[config.mk]
export PLATFORM = sky130hd
export DESIGN_NAME = int_controller_v2
export DESIGN_NICKNAME = d
export VERILOG_FILES = /design/src/rtl/int_controller_v2.sv
export SDC_FILE = /design/constraint.sdc
export NUM_CORES = 1
export LEC_CHECK = 0
export CAP_MARGIN = 20
export CORE_ASPECT_RATIO = 1.4
export CORE_MARGIN = 2
export CORE_UTILIZATION = 25
export DETAILED_ROUTE_END_ITERATION = 8
export GPL_TIMING_DRIVEN = 0
export SLEW_MARGIN = 20
export SYNTH_ARGS = -nofsm -noshare
export SYNTH_HDL_FRONTEND = slang
export SYNTH_SLANG_ARGS = --single-unit
export TNS_END_PERCENT = 30
[constraint.sdc]
create_clock -name clk -period 2.1 [get_ports clk]
set_input_delay 0.315 -clock clk [delete_from_list [all_inputs] [get_ports clk]]
set_output_delay 0.315 -clock clk [all_outputs]
set_load 0.01 [all_outputs]
[src/rtl/int_controller_v2.sv]
// Interrupt controller: synchronises hardware/timer lines, keeps ESTAT.IS pending state,
// prioritises enabled sources and handshakes with WB. Optional SWI registers via INTC_SWI_EN.
module int_controller_v2 #(
  parameter int         N_EXT       = 8,
  parameter int         SYNC_STAGES = 2,
  parameter logic [7:0] EDGE_MASK   = 8'hFF
) (
  input  logic             clk,
  input  logic             rst,
  input  logic [N_EXT-1:0] ext_irq,
  input  logic             timer_irq,
  input  logic [N_EXT-1:0] ext_clr,
  input  logic             ti_clr,
  input  logic [1:0]       swi_set,
  input  logic [1:0]       swi_clr,
  input  logic             mie,
  input  logic [12:0]      ecfg_lie,
  output logic [12:0]      estat_is,
  input  logic             wb_valid,
  input  logic [31:0]      wb_pc,
  input  logic             int_ack,
  input  logic             ertn,
  input  logic             in_exception,
  output logic             int_req,
  output logic [5:0]       int_cause,
  output logic [31:0]      int_pc
);

  typedef enum logic [1:0] {IDLE, REQ, SERVICE} state_t;

  state_t state, state_nxt;

  logic [N_EXT-1:0]       ext_sync [SYNC_STAGES];
  logic [SYNC_STAGES-1:0] tmr_sync;
  logic [N_EXT-1:0]       ext_synced, ext_prev, ext_rise;
  logic                   tmr_synced, tmr_prev, tmr_rise;
  logic [N_EXT-1:0]       hwi_pend;
  logic                   timer_pend;
  logic [1:0]             swi_pend;
  logic [12:0]            is_vec, enabled;
  logic                   any_en;
  logic [5:0]             sel;
  logic                   req_nxt;
  logic [5:0]             cause_nxt;
  logic [31:0]            pc_nxt;

  // The extra "prev" flop after the synchroniser gives a clean one-cycle rise detect.
  always_ff @(posedge clk) begin
    if (rst) begin
      for (int i = 0; i < SYNC_STAGES; i++) ext_sync[i] <= '0;
      tmr_sync <= '0;
      ext_prev <= '0;
      tmr_prev <= 1'b0;
    end else begin
      ext_sync[0] <= ext_irq;
      tmr_sync[0] <= timer_irq;
      for (int i = 1; i < SYNC_STAGES; i++) begin
        ext_sync[i] <= ext_sync[i-1];
        tmr_sync[i] <= tmr_sync[i-1];
      end
      ext_prev <= ext_synced;
      tmr_prev <= tmr_synced;
    end
  end

  assign ext_synced = ext_sync[SYNC_STAGES-1];
  assign tmr_synced = tmr_sync[SYNC_STAGES-1];
  assign ext_rise   = ext_synced & ~ext_prev;
  assign tmr_rise   = tmr_synced & ~tmr_prev;

  // Edge lines latch until a CSR clear (set wins); level lines simply mirror the line.
  always_ff @(posedge clk) begin
    if (rst) begin
      hwi_pend   <= '0;
      timer_pend <= 1'b0;
    end else begin
      for (int i = 0; i < N_EXT; i++) begin
        if (EDGE_MASK[i]) hwi_pend[i] <= ext_rise[i] | (hwi_pend[i] & ~ext_clr[i]);
        else              hwi_pend[i] <= ext_synced[i];
      end
      timer_pend <= tmr_rise | (timer_pend & ~ti_clr);
    end
  end

`ifdef INTC_SWI_EN
  always_ff @(posedge clk) begin
    if (rst) swi_pend <= 2'b00;
    else     swi_pend <= swi_set | (swi_pend & ~swi_clr);
  end
`else
  logic unused_swi;
  assign swi_pend   = 2'b00;
  assign unused_swi = ^{swi_set, swi_clr};
`endif

  always_comb begin
    is_vec            = '0;
    is_vec[1:0]       = swi_pend;
    is_vec[2 +: N_EXT] = hwi_pend;
    is_vec[11]        = timer_pend;
  end

  assign estat_is = is_vec;
  assign enabled  = is_vec & ecfg_lie;
  assign any_en   = |enabled;

  // Ascending scan so the highest enabled index is the last one written.
  always_comb begin
    sel = '0;
    for (int i = 0; i < 13; i++) begin
      if (enabled[i]) sel = 6'(i);
    end
  end

  always_ff @(posedge clk) begin
    if (rst) begin
      state     <= IDLE;
      int_req   <= 1'b0;
      int_cause <= '0;
      int_pc    <= '0;
    end else begin
      state     <= state_nxt;
      int_req   <= req_nxt;
      int_cause <= cause_nxt;
      int_pc    <= pc_nxt;
    end
  end

  // Acceptance takes precedence over withdrawal; the cause freezes once accepted.
  always_comb begin
    state_nxt = state;
    req_nxt   = int_req;
    cause_nxt = int_cause;
    pc_nxt    = int_pc;
    case (state)
      IDLE: begin
        if (mie && any_en && !in_exception) begin
          state_nxt = REQ;
          req_nxt   = 1'b1;
          cause_nxt = sel;
        end
      end
      REQ: begin
        if (int_ack && wb_valid) begin
          state_nxt = SERVICE;
          req_nxt   = 1'b0;
          pc_nxt    = wb_pc;
        end else if (!mie || !any_en || in_exception) begin
          state_nxt = IDLE;
          req_nxt   = 1'b0;
        end else begin
          cause_nxt = sel;
        end
      end
      SERVICE: begin
        req_nxt = 1'b0;
        if (ertn) state_nxt = IDLE;
      end
      default: begin
        state_nxt = IDLE;
        req_nxt   = 1'b0;
      end
    endcase
  end

endmodule

==> metrics.json <==
{
  "synth_seq_cells": 75,
  "routed-wl-met3_um": 323,
  "drtPass1Iterations": 5,
  "detailed_place_hpwl_um": 5510,
  "hold-worst-slack_ns": 0.365,
  "area_of_the_mapped_netlist_mm2": 0.00260,
  "clock_power_share_pct": 47.5,
  "cts.repair_timing.setup_buffer_count": 0,
  "fp-row-count": 44,
  "route.detailed.drc": 0,
  "power_leakage_nw": 1.46,
  "rsz_0062_raised_after_global_routing": "no",
  "cts_num_sinks": 75,
  "chip_width_um": 90.2,
  "clk_pin_slew_worst_paths_ns": 0.06,
  "post_cts_resize_count": 0,
  "tritoncts": "built",
  "synthCells": 285,
  "grt_pass1_vias": 2324,
  "report.final.slew_viol_count": 0,
  "antenna_found_initial": 0,
  "commonest_non_fill_non_tap_cells_in_the_layout": "sky130_fd_sc_hd__clkdlybuf4s50_1, sky130_fd_sc_hd__dfxtp_1, sky130_fd_sc_hd__nand2_1",
  "run_status": "finished, final reports clean",
  "internal-power_mw": 2.60,
  "finalSetupViolCount": 0,
  "grt_start_max_net_pins": 15,
  "worstPathMaxFanout": 10,
  "die-area_mm2": 0.0112,
  "synth_area_per_cell_um2": 9.13,
  "grt-ovfl-total": 0,
  "placer_congestion_estimate": 0.768,
  "route.detailed.wl_per_inst_um": 13.2,
  "cp_data_arrival_time_ns": 2.15,
  "portBuffers": 110,
  "holdCritPathClass": "input port to register",
  "max-cap-violations": 0,
  "synth_area_leader_cell": "sky130_fd_sc_hd__dfxtp_1",
  "grt_usage_pct": 13.4,
  "final_hold_fails": 0,
  "worst_pin_slew_ns": 0.640,
  "critPathLaunchType": "input port",
  "synth.yosys.warnings": 0,
  "timing.max_slew.rel_slack_pct": 57.3,
  "final_wirelength_um": 7300,
  "final_clock_skew_ns": 0.00340,
  "net-switching-power_uw": 738,
  "combPwrFrac_pct": 8.2,
  "nNetsFinal": 485,
  "power_after_layout_mw": 3.34,
  "dr_wl_met2_um": 3840,
  "p_sw_share_pct": 22.1,
  "synth_cell_type_count": 29,
  "netlist_top_cells_area": "sky130_fd_sc_hd__dfxtp_1, sky130_fd_sc_hd__nand2_1, sky130_fd_sc_hd__a21oi_1",
  "cts.hold.buffers_added": 0,
  "cts-root-buf": "sky130_fd_sc_hd__clkbuf_16",
  "grt_first_pass_wirelength_um": 11700,
  "antennaDiodeCount": 0,
  "worstSetupEndpointType": "register",
  "timing.setup.critical_path_class": "input port to register",
  "max-vdd-ir-drop_mv": 0.432,
  "worstSkewPairLatency_ns": 0.33,
  "clk_path_buf_depth": 2,
  "count_of_antenna_violating_nets_left_after_detailed_routing": 0,
  "drt_via_density": 4.29,
  "power.sequential.fraction_pct": 44.3,
  "initial_core_util_pct": 25.4,
  "m1WireLength_um": 2860,
  "final_common_cell": "sky130_fd_sc_hd__clkdlybuf4s50_1",
  "timing.final.crit_period_ns": 1.89,
  "cts_made_buffers": 9,
  "critPathRequiredTime_ns": 2.36,
  "area_growth_syn_to_layout_pct": 61.7,
  "synth_sequential_area_ratio_pct": 57.7,
  "die_height_um": 125,
  "finalCritPeriodShare_pct": 89.9,
  "p_per_area_mw_per_mm2": 794,
  "total_via_count_after_detailed_routing": 2377,
  "final_layout_size_suffix_gt1_share_pct": 6.25,
  "boundaryPins": 126,
  "fp.coreArea_mm2": 0.0102,
  "max_clock_freq_ghz": 0.530,
  "detailedRoute.firstIterationViolations": 74,
  "h-tree-depth": 3,
  "highest-signal-layer": "met4",
  "yosysTopAreaCellShare_pct": 57.7
}
power groups by stage:
stage / clock [mW] / sequential [mW] / combinational [mW]
6_report: 1.59 / 1.48 / 0.274
5_1_grt: 1.69 / 1.48 / 0.297
4_1_cts: 1.63 / 1.48 / 0.278
3_5_place_dp: 0 / 1.51 / 0.276
3_3_place_gp: 0 / 1.51 / 0.273
2_1_floorplan: 0 / 1.51 / 0.0911
final cells by class:
| class | count | area [µm²] |
|---|---|---|
| fillers | 1037 | 6030 |
| flip-flops and latches | 75 | 1500 |
| repair buffers | 110 | 1100 |
| multi-input cells | 194 | 1010 |
| clock buffers | 10 | 239 |
| well taps | 138 | 173 |
| plain buffers | 21 | 105 |
| clock inverters | 6 | 72.6 |
through the flow:
| stage | setup WS (ns) | std cells | setup TNS (ns) | area [µm²] | utilization [%] |
|---|---|---|---|---|---|
| after global placement | -0.123 | 538 | -2.81 | 3890 | 38.0 |
| final | 0.213 | 554 | 0 | 4210 | 41.1 |
| after detailed placement | -0.142 | 538 | -3.27 | 3890 | 38.0 |
| after global routing | 0.00855 | 554 | 0 | 4210 | 41.1 |
| after floorplan | 0.604 | 290 | 0 | 2620 | - |
| after CTS | 0.199 | 554 | 0 | 4210 | 41.1 |
routing by layer:
layer  GRT usage (%)  vias to the layer above
met5               0                        -
met4            7.78                        0
met3            3.57                       17
met2            23.7                       73
met1            14.2                     1099
li1                -                     1188
logic make-up (layout without fill, tap and decap cells):
family	after synthesis	count (layout)	synth area share [%]
mux	1	1	0.385
other cells	1	6	0.144
buf+inv	21	147	4.04
simple gates	124	124	23.2
compound gates	63	63	14.5
flops	75	75	57.7
registers in the layout, summed over array words and instances, names as in the netlist:
name,count
tmr_prev,1
tmr_sync,2
int_req,1
ext_prev,8
timer_pend,1
int_pc,32
state,2
ext_sync,16
hwi_pend,8
int_cause,4
path summary, 6_finish.rpt:
check | startpoint | endpoint | slack, ns | cells after the start
worst min register to register | ext_sync[0][1]$_SDFF_PP0_ | ext_sync[0][9]$_SDFF_PP0_ | 0.43 | 1
worst max-delay path | int_ack | int_pc[12]$_SDFFE_PP0P_ | 0.21 | 6
worst min-delay path | rst | ext_sync[0][12]$_SDFF_PP0_ | 0.36 | 2
worst max register to register | hwi_pend[7]$_SDFF_PP0_ | int_req$_SDFFE_PP0P_ | 0.34 | 4
cells in the mapped netlist:
| library cell | number |
|---|---|
| sky130_fd_sc_hd__a311oi_1 | 3 |
| sky130_fd_sc_hd__buf_1 | 1 |
| sky130_fd_sc_hd__a22oi_1 | 3 |
| sky130_fd_sc_hd__o21bai_1 | 1 |
| sky130_fd_sc_hd__a41oi_2 | 1 |
| sky130_fd_sc_hd__a32o_1 | 1 |
| sky130_fd_sc_hd__a211oi_1 | 1 |
| sky130_fd_sc_hd__a222oi_1 | 1 |
| sky130_fd_sc_hd__a31oi_1 | 2 |
| sky130_fd_sc_hd__nand2b_1 | 19 |
| sky130_fd_sc_hd__nand4b_1 | 1 |
| sky130_fd_sc_hd__o21ai_0 | 1 |
| sky130_fd_sc_hd__nand3_1 | 1 |
| sky130_fd_sc_hd__dfxtp_1 | 75 |
| sky130_fd_sc_hd__buf_4 | 7 |
| sky130_fd_sc_hd__clkbuf_1 | 13 |
| sky130_fd_sc_hd__nor3b_1 | 1 |
| sky130_fd_sc_hd__or3b_2 | 1 |
| sky130_fd_sc_hd__mux2i_1 | 1 |
| sky130_fd_sc_hd__a22o_1 | 2 |
| sky130_fd_sc_hd__a21oi_1 | 45 |
| sky130_fd_sc_hd__a31o_2 | 1 |
| sky130_fd_sc_hd__nand2_1 | 71 |
| sky130_fd_sc_hd__conb_1 | 1 |
| sky130_fd_sc_hd__nand3b_1 | 1 |
| sky130_fd_sc_hd__or2b_1 | 1 |
| sky130_fd_sc_hd__nor2_1 | 1 |
| sky130_fd_sc_hd__nor2b_1 | 27 |
| sky130_fd_sc_hd__a32oi_1 | 1 |
worst max-delay path, cell delays in order:
cell and delay (ns):
sky130_fd_sc_hd__clkdlybuf4s50_1 0.51, sky130_fd_sc_hd__nand2_1 0.09, sky130_fd_sc_hd__nor3b_1 0.54, sky130_fd_sc_hd__clkbuf_1 0.43
sky130_fd_sc_hd__nand2_1 0.12, sky130_fd_sc_hd__a21oi_1 0.14
No activity file was read; power rests on OpenSTA's default activity.
